==> src/rtl/fp_pkg.sv <==
// rtl/fp_pkg.sv - shared Q-format constants, types and dot-accumulator states
// Holds the default fixed-point geometry (Q16.16), the saturation limits,
// the value 1.0, a signed Q typedef and the dot-accumulator FSM encoding.
package fp_pkg;

  localparam int FP_WIDTH    = 32;
  localparam int FP_FRACTION = 16;

  localparam logic [FP_WIDTH-1:0] FP_MAX = {1'b0, {(FP_WIDTH-1){1'b1}}};
  localparam logic [FP_WIDTH-1:0] FP_MIN = {1'b1, {(FP_WIDTH-1){1'b0}}};
  localparam logic [FP_WIDTH-1:0] FP_ONE = FP_WIDTH'(1) << FP_FRACTION;

  typedef logic signed [FP_WIDTH-1:0] q_t;

  typedef enum logic [1:0] {
    ACC   = 2'd0,
    DRAIN = 2'd1,
    HOLD  = 2'd2
  } dot_state_t;

endpackage

==> src/rtl/fp_add.sv <==
// rtl/fp_add.sv - signed fixed-point add with saturation
// Ports: a, b  signed Q operands
//        y     sum, clamped to the Q range
//        sat   sum overflowed and was clamped
module fp_add #(
  parameter int WIDTH = 32
) (
  input  logic [WIDTH-1:0] a,
  input  logic [WIDTH-1:0] b,
  output logic [WIDTH-1:0] y,
  output logic             sat
);

  localparam logic [WIDTH-1:0] Q_MAX = {1'b0, {(WIDTH-1){1'b1}}};
  localparam logic [WIDTH-1:0] Q_MIN = {1'b1, {(WIDTH-1){1'b0}}};

  logic [WIDTH:0] sum;

  always_comb begin
    sum = {a[WIDTH-1], a} + {b[WIDTH-1], b};
    // Overflow shows up as disagreement between the guard and sign bits.
    sat = sum[WIDTH] != sum[WIDTH-1];
    if (!sat) begin
      y = sum[WIDTH-1:0];
    end else if (sum[WIDTH]) begin
      y = Q_MIN;
    end else begin
      y = Q_MAX;
    end
  end

endmodule

==> src/rtl/fp_mul.sv <==
// rtl/fp_mul.sv - signed fixed-point multiply with round-to-nearest and saturation
// Ports: a, b  signed Q operands
//        y     rounded product, clamped to the Q range
//        sat   product did not fit and was clamped
module fp_mul #(
  parameter int WIDTH    = 32,
  parameter int FRACTION = 16
) (
  input  logic [WIDTH-1:0] a,
  input  logic [WIDTH-1:0] b,
  output logic [WIDTH-1:0] y,
  output logic             sat
);

  localparam logic signed [2*WIDTH-1:0] HALF  = (2*WIDTH)'(1) << (FRACTION-1);
  localparam logic [WIDTH-1:0]          Q_MAX = {1'b0, {(WIDTH-1){1'b1}}};
  localparam logic [WIDTH-1:0]          Q_MIN = {1'b1, {(WIDTH-1){1'b0}}};

  logic signed [2*WIDTH-1:0] prod;
  logic signed [2*WIDTH-1:0] rounded;
  logic signed [2*WIDTH-1:0] shifted;
  logic                      fits;

  always_comb begin
    // Low 2W bits of the product are exact for sign-extended operands.
    prod    = $signed({{WIDTH{a[WIDTH-1]}}, a}) * $signed({{WIDTH{b[WIDTH-1]}}, b});
    // Half-LSB bias then arithmetic shift: ties round towards +inf.
    rounded = prod + HALF;
    shifted = rounded >>> FRACTION;
    // Result fits when every bit above the W-bit sign position matches it.
    fits    = (shifted[2*WIDTH-1:WIDTH-1] == '0) || (shifted[2*WIDTH-1:WIDTH-1] == '1);
    sat     = !fits;
    if (fits) begin
      y = shifted[WIDTH-1:0];
    end else if (shifted[2*WIDTH-1]) begin
      y = Q_MIN;
    end else begin
      y = Q_MAX;
    end
  end

endmodule

==> src/rtl/fp_dot_acc.sv <==
// rtl/fp_dot_acc.sv - streaming saturating fixed-point dot-product accumulator
// Ports: clk, rst                       clock, synchronous active-high reset
//        s_valid/s_ready/s_a/s_b/s_last operand beat stream, s_last ends a vector
//        m_valid/m_ready                result handshake
//        m_y, m_sat, m_len_err, m_count saturated sum, sticky saturation,
//                                       forced-termination flag, beat count
module fp_dot_acc
  import fp_pkg::*;
#(
  parameter int WIDTH    = FP_WIDTH,
  parameter int FRACTION = FP_FRACTION,
  parameter int MAX_LEN  = 256,
  parameter int CNT_W    = $clog2(MAX_LEN+1)
) (
  input  logic             clk,
  input  logic             rst,
  input  logic             s_valid,
  output logic             s_ready,
  input  logic [WIDTH-1:0] s_a,
  input  logic [WIDTH-1:0] s_b,
  input  logic             s_last,
  output logic             m_valid,
  input  logic             m_ready,
  output logic [WIDTH-1:0] m_y,
  output logic             m_sat,
  output logic             m_len_err,
  output logic [CNT_W-1:0] m_count
);

  dot_state_t       state, state_nxt;
  logic [CNT_W-1:0] cnt;
  logic [WIDTH-1:0] p_reg, acc, mul_y, add_y;
  logic             p_valid, p_sat, p_lenerr;
  logic             sat_acc, first, mul_sat, add_sat;
  logic             accept, at_limit, last_beat;

  assign at_limit  = cnt == CNT_W'(MAX_LEN-1);
  assign last_beat = s_last || at_limit;
  assign accept    = s_valid && s_ready;

  fp_mul #(.WIDTH(WIDTH), .FRACTION(FRACTION)) u_mul (
    .a   (s_a),
    .b   (s_b),
    .y   (mul_y),
    .sat (mul_sat)
  );

  fp_add #(.WIDTH(WIDTH)) u_add (
    .a   (acc),
    .b   (p_reg),
    .y   (add_y),
    .sat (add_sat)
  );

  always_ff @(posedge clk) begin
    if (rst) begin
      state <= ACC;
    end else begin
      state <= state_nxt;
    end
  end

  // DRAIN waits for the last product to fold into acc before publishing.
  always_comb begin
    state_nxt = state;
    s_ready   = 1'b0;
    case (state)
      ACC: begin
        s_ready = 1'b1;
        if (s_valid && last_beat) begin
          state_nxt = DRAIN;
        end
      end
      DRAIN: begin
        if (!p_valid) begin
          state_nxt = HOLD;
        end
      end
      HOLD: begin
        if (m_valid && m_ready) begin
          state_nxt = ACC;
        end
      end
      default: state_nxt = ACC;
    endcase
  end

  always_ff @(posedge clk) begin
    if (rst) begin
      cnt       <= '0;
      p_reg     <= '0;
      p_valid   <= 1'b0;
      p_sat     <= 1'b0;
      p_lenerr  <= 1'b0;
      acc       <= '0;
      sat_acc   <= 1'b0;
      first     <= 1'b1;
      m_valid   <= 1'b0;
      m_y       <= '0;
      m_sat     <= 1'b0;
      m_len_err <= 1'b0;
      m_count   <= '0;
    end else begin
      p_valid <= accept;
      if (accept) begin
        p_reg    <= mul_y;
        p_sat    <= mul_sat;
        p_lenerr <= !s_last && at_limit;
        cnt      <= cnt + CNT_W'(1);
      end
      if (p_valid) begin
        first <= 1'b0;
        if (first) begin
          acc     <= p_reg;
          sat_acc <= p_sat;
        end else begin
          acc     <= add_y;
          sat_acc <= sat_acc | p_sat | add_sat;
        end
      end
      if (state == DRAIN && !p_valid) begin
        m_valid   <= 1'b1;
        m_y       <= acc;
        m_sat     <= sat_acc;
        m_len_err <= p_lenerr;
        m_count   <= cnt;
      end
      if (state == HOLD && m_valid && m_ready) begin
        m_valid <= 1'b0;
        acc     <= '0;
        sat_acc <= 1'b0;
        cnt     <= '0;
        first   <= 1'b1;
      end
    end
  end

endmodule

==> config.mk <==
export PLATFORM = sky130hd
export DESIGN_NAME = fp_dot_acc
export DESIGN_NICKNAME = d
export VERILOG_FILES = /design/src/rtl/fp_pkg.sv /design/src/rtl/fp_add.sv /design/src/rtl/fp_mul.sv /design/src/rtl/fp_dot_acc.sv
export SDC_FILE = /design/constraint.sdc
export NUM_CORES = 2
export LEC_CHECK = 0
export CAP_MARGIN = 10
export CORE_MARGIN = 5
export CORE_UTILIZATION = 25
export CTS_BUF_LIST = sky130_fd_sc_hd__clkbuf_16
export DETAILED_ROUTE_END_ITERATION = 7
export PLACE_DENSITY = 0.43
export SYNTH_ARGS = -nofsm -noshare
export SYNTH_HDL_FRONTEND = slang
export SYNTH_SLANG_ARGS = --single-unit
==> constraint.sdc <==
create_clock -name clk -period 13.05 [get_ports clk]
set_clock_uncertainty 0.2 [all_clocks]
set_input_delay 2.61 -clock clk [delete_from_list [all_inputs] [get_ports clk]]
set_output_delay 2.61 -clock clk [all_outputs]
set_load 0.02 [all_outputs]
==> results.sh <==
export IMPL_vias=31280
export IMPL_area_delta_synth_final_pct=11.4
export IMPL_drt_iter0_markers=1410
export IMPL_critPathMaxFanout=32
export IMPL_cts_hold_buffers=0
export IMPL_synth_main_ff_cell="dfxtp_1"
export IMPL_worst_slew_pin_slew_ps=987
export IMPL_status="finished clean"
export IMPL_cts_resized=0
export IMPL_cts_buffers=17
export IMPL_wl_per_cell_um=18.6
export IMPL_clk_pin_slew_worst_paths_ps=60
export IMPL_ys_types=71
export IMPL_grt_max_degree=83
export IMPL_max_stage_delay_ps=770
export IMPL_ant_nets=0
export IMPL_top_layer="met4"
export IMPL_critPathTopFamily="adder cells"
export IMPL_dp_slack_ps=435
export IMPL_worstReg2RegStart="acc[1]"
export IMPL_syn_avg_cell_area_um2=9.04
export IMPL_cts_setup_buffers=0
export IMPL_detailed_place_hpwl_um=111000
export IMPL_synth_seq_cells=124
export IMPL_rsz0062_at_grt="no"
export IMPL_synth_fp_nets=6107
export IMPL_place_inst=6973
export IMPL_whs_endpoint="m_y[1]"
export IMPL_crit_buf_inv=10
export IMPL_std_cell_rows=152
export IMPL_min_path_type="reg -> reg"
export IMPL_reg2reg_slack_ps=8200
export IMPL_fmaxAchievable_ghz=0.0818
export IMPL_final_area_um2=47700
export IMPL_placed_cell_area_um2=47100
export IMPL_slew_headroom_pct=34.0
export IMPL_grt_overflow=0
export IMPL_cts_sinks=124
export IMPL_max_cap_violations=0
export IMPL_final_nets=6122
export IMPL_dieArea_um2=180000
export IMPL_die_y_um=424
export IMPL_initial_utilization_pct=25.0
export IMPL_io_buffers=113
export IMPL_synth_edf_count=0
export IMPL_yosysSeqAreaShare_pct=5.79
export IMPL_grt_pass1_vias=34893
export IMPL_drt_met1_wl_um=62100
export IMPL_setup_viol=0
export IMPL_netlist_instances=4744
export IMPL_antenna_found_initial=3
export IMPL_h_tree_depth=4
export IMPL_route_met3_wl_um=2470
export IMPL_fillCellCount=18416
export IMPL_drc=0
export IMPL_die_w_um=424
export IMPL_ys_warn_count=0
export IMPL_finalWorstSetupSlack_ps=820
export IMPL_finalHoldViolCount=0
export IMPL_io_pins=114
export IMPL_worstReg2RegEnd="acc[15]"
export IMPL_root_buffer="clkbuf_16"
export IMPL_crit_cells=31
export IMPL_hold_depth=2
export IMPL_crit_required_ps=13100
export IMPL_grt_pass1_wl_um=211000
export IMPL_place_gp_congestion=0.872
export IMPL_cp_arrival_ps=12280
export IMPL_grtUsageTotal_pct=14.9
export IMPL_wl_met2_um=64300
export IMPL_finalCritPeriodShare_pct=93.7
export IMPL_cts_buffer_depth=2
export IMPL_drive_gt1_share_pct=4.23
export IMPL_final_cell_count_no_fill=7006
export IMPL_critPathMostFrequentCell="fa_1"
export IMPL_min_from="m_y[1]"
export IMPL_cpMaxStageDelayCell="clkdlybuf4s50_1"
export IMPL_finalSetupTns_ps=0
export IMPL_coreArea_um2=171000
export IMPL_path_class="in -> reg"
export IMPL_start_kind="primary input"
export IMPL_routed_wl_um=130000
export IMPL_reg2reg_depth=12
export IMPL_cts_tree="done"
export IMPL_period_minus_slack_ps=12230
export IMPL_vias_per_cell=4.46
export IMPL_async_reset_ff_share_pct=0
export IMPL_dr_pass1_iters=5
export IMPL_drv_slew=0
export IMPL_insertion_delay_ps=430
export IMPL_crit_path_end_kind="flop"
export IMPL_syn_area_um2=42900
## synth_stat cells, types with 5 or more instances
master	number	share of area, %
fa_1	1083	51
inv_1	945	8.3
nand2_1	680	6.0
and2_1	511	7.5
clkbuf_1	258	2.3
ha_1	211	6.2
a21oi_1	144	1.7
nor2_1	136	1.2
o21ai_0	133	1.6
dfxtp_1	124	5.8
xnor2_1	55	1.1
a211oi_1	49	0.86
nand2b_1	40	0.58
a21o_1	32	0.56
xor2_1	32	0.65
nand4_1	31	0.45
nor3_1	24	0.28
o21a_1	23	0.40
a32o_1	20	0.47
nand3_1	19	0.22
a31oi_1	16	0.23
and3_1	14	0.20
o211ai_1	14	0.25
or3_1	10	0.15
o21bai_1	9	0.16
nor4_1	8	0.12
nor2b_1	7	0.10
a221oi_1	6	0.12
a22oi_1	6	0.11
and4_1	6	0.12
o2111ai_1	6	0.12
o31ai_1	6	0.11
a2111oi_0	5	0.10
a31o_2	5	0.10
o22ai_1	5	0.073
## logic make-up after synthesis
| family | count (synthesis) | share of synthesized area (%) |
|---|---|---|
| and+or+nand+nor | 1506 | 17.2 |
| adders and majority gates | 1296 | 56.8 |
| buffers and inverters | 1211 | 10.7 |
| AOI/OAI and AO/OA | 515 | 7.66 |
| DFF | 124 | 5.79 |
| xor gates and xnor gates | 87 | 1.78 |
| muxes | 5 | 0.120 |
## per-layer routing
metal	vias up	GRT usage [%]
met5	-	0
li1	14259	-
met3	57	0.709
met2	380	26.1
met4	0	1.65
met1	16584	21.0
## stage by stage
step           utilization [%]  hold WS [ps]
2_1_floorplan                -           232
3_3_place_gp              27.5           244
3_5_place_dp              27.5           247
4_1_cts                   27.9           255
5_1_grt                   27.9           276
6_report                  27.9           251
## worst reg2reg max path, stage by stage, from the launching register on
cell,delay [ps]
dfxtp_1,470
ha_1,290
a21o_1,170
a21o_1,220
a2111oi_0,790
o21ai_0,420
a21oi_1,490
o31ai_1,310
o22ai_2,480
buf_4,360
nor2_1,120
a2111oi_0,310
nor3_1,90
## worst max-delay path by stage
| stage | start | endpoint |
|---|---|---|
| after floorplan | s_a[31] | p_reg[30] |
| after global placement | s_a[31] | p_reg[1] |
| after detailed placement | s_a[31] | p_reg[1] |
| after CTS | s_a[31] | p_reg[1] |
| after global routing | s_a[31] | p_reg[1] |
| final | s_a[31] | p_reg[1] |
## final cells by class
| class | count | area (um^2) | share of cell area (%) |
|---|---|---|---|
| multi-input combinational | 3409 | 35900 | 75.1 |
| inverter | 945 | 3550 | 7.43 |
| tap | 2233 | 2790 | 5.85 |
| sequential | 124 | 2480 | 5.20 |
| timing repair buffer | 262 | 2470 | 5.17 |
| clock buffer | 17 | 425 | 0.891 |
| clock inverter | 14 | 169 | 0.354 |
| antenna | 2 | 5.00 | 0.0105 |
## placed cells by master (no fill, tap or decap), types with 112 or more instances in the layout
cell             Yosys  final
nor2_1             136    133
fa_1              1083   1083
o21ai_0            133    133
buf_4                0    131
and2_1             511    511
ha_1               211    211
a21oi_1            144    144
dfxtp_1            124    124
nand2_1            680    680
inv_1              945    945
clkdlybuf4s50_1      0    112
Power is left out: the tool's default activity adds up to more than one toggle a clock period on the data nets, which glitch-free logic cannot reach.
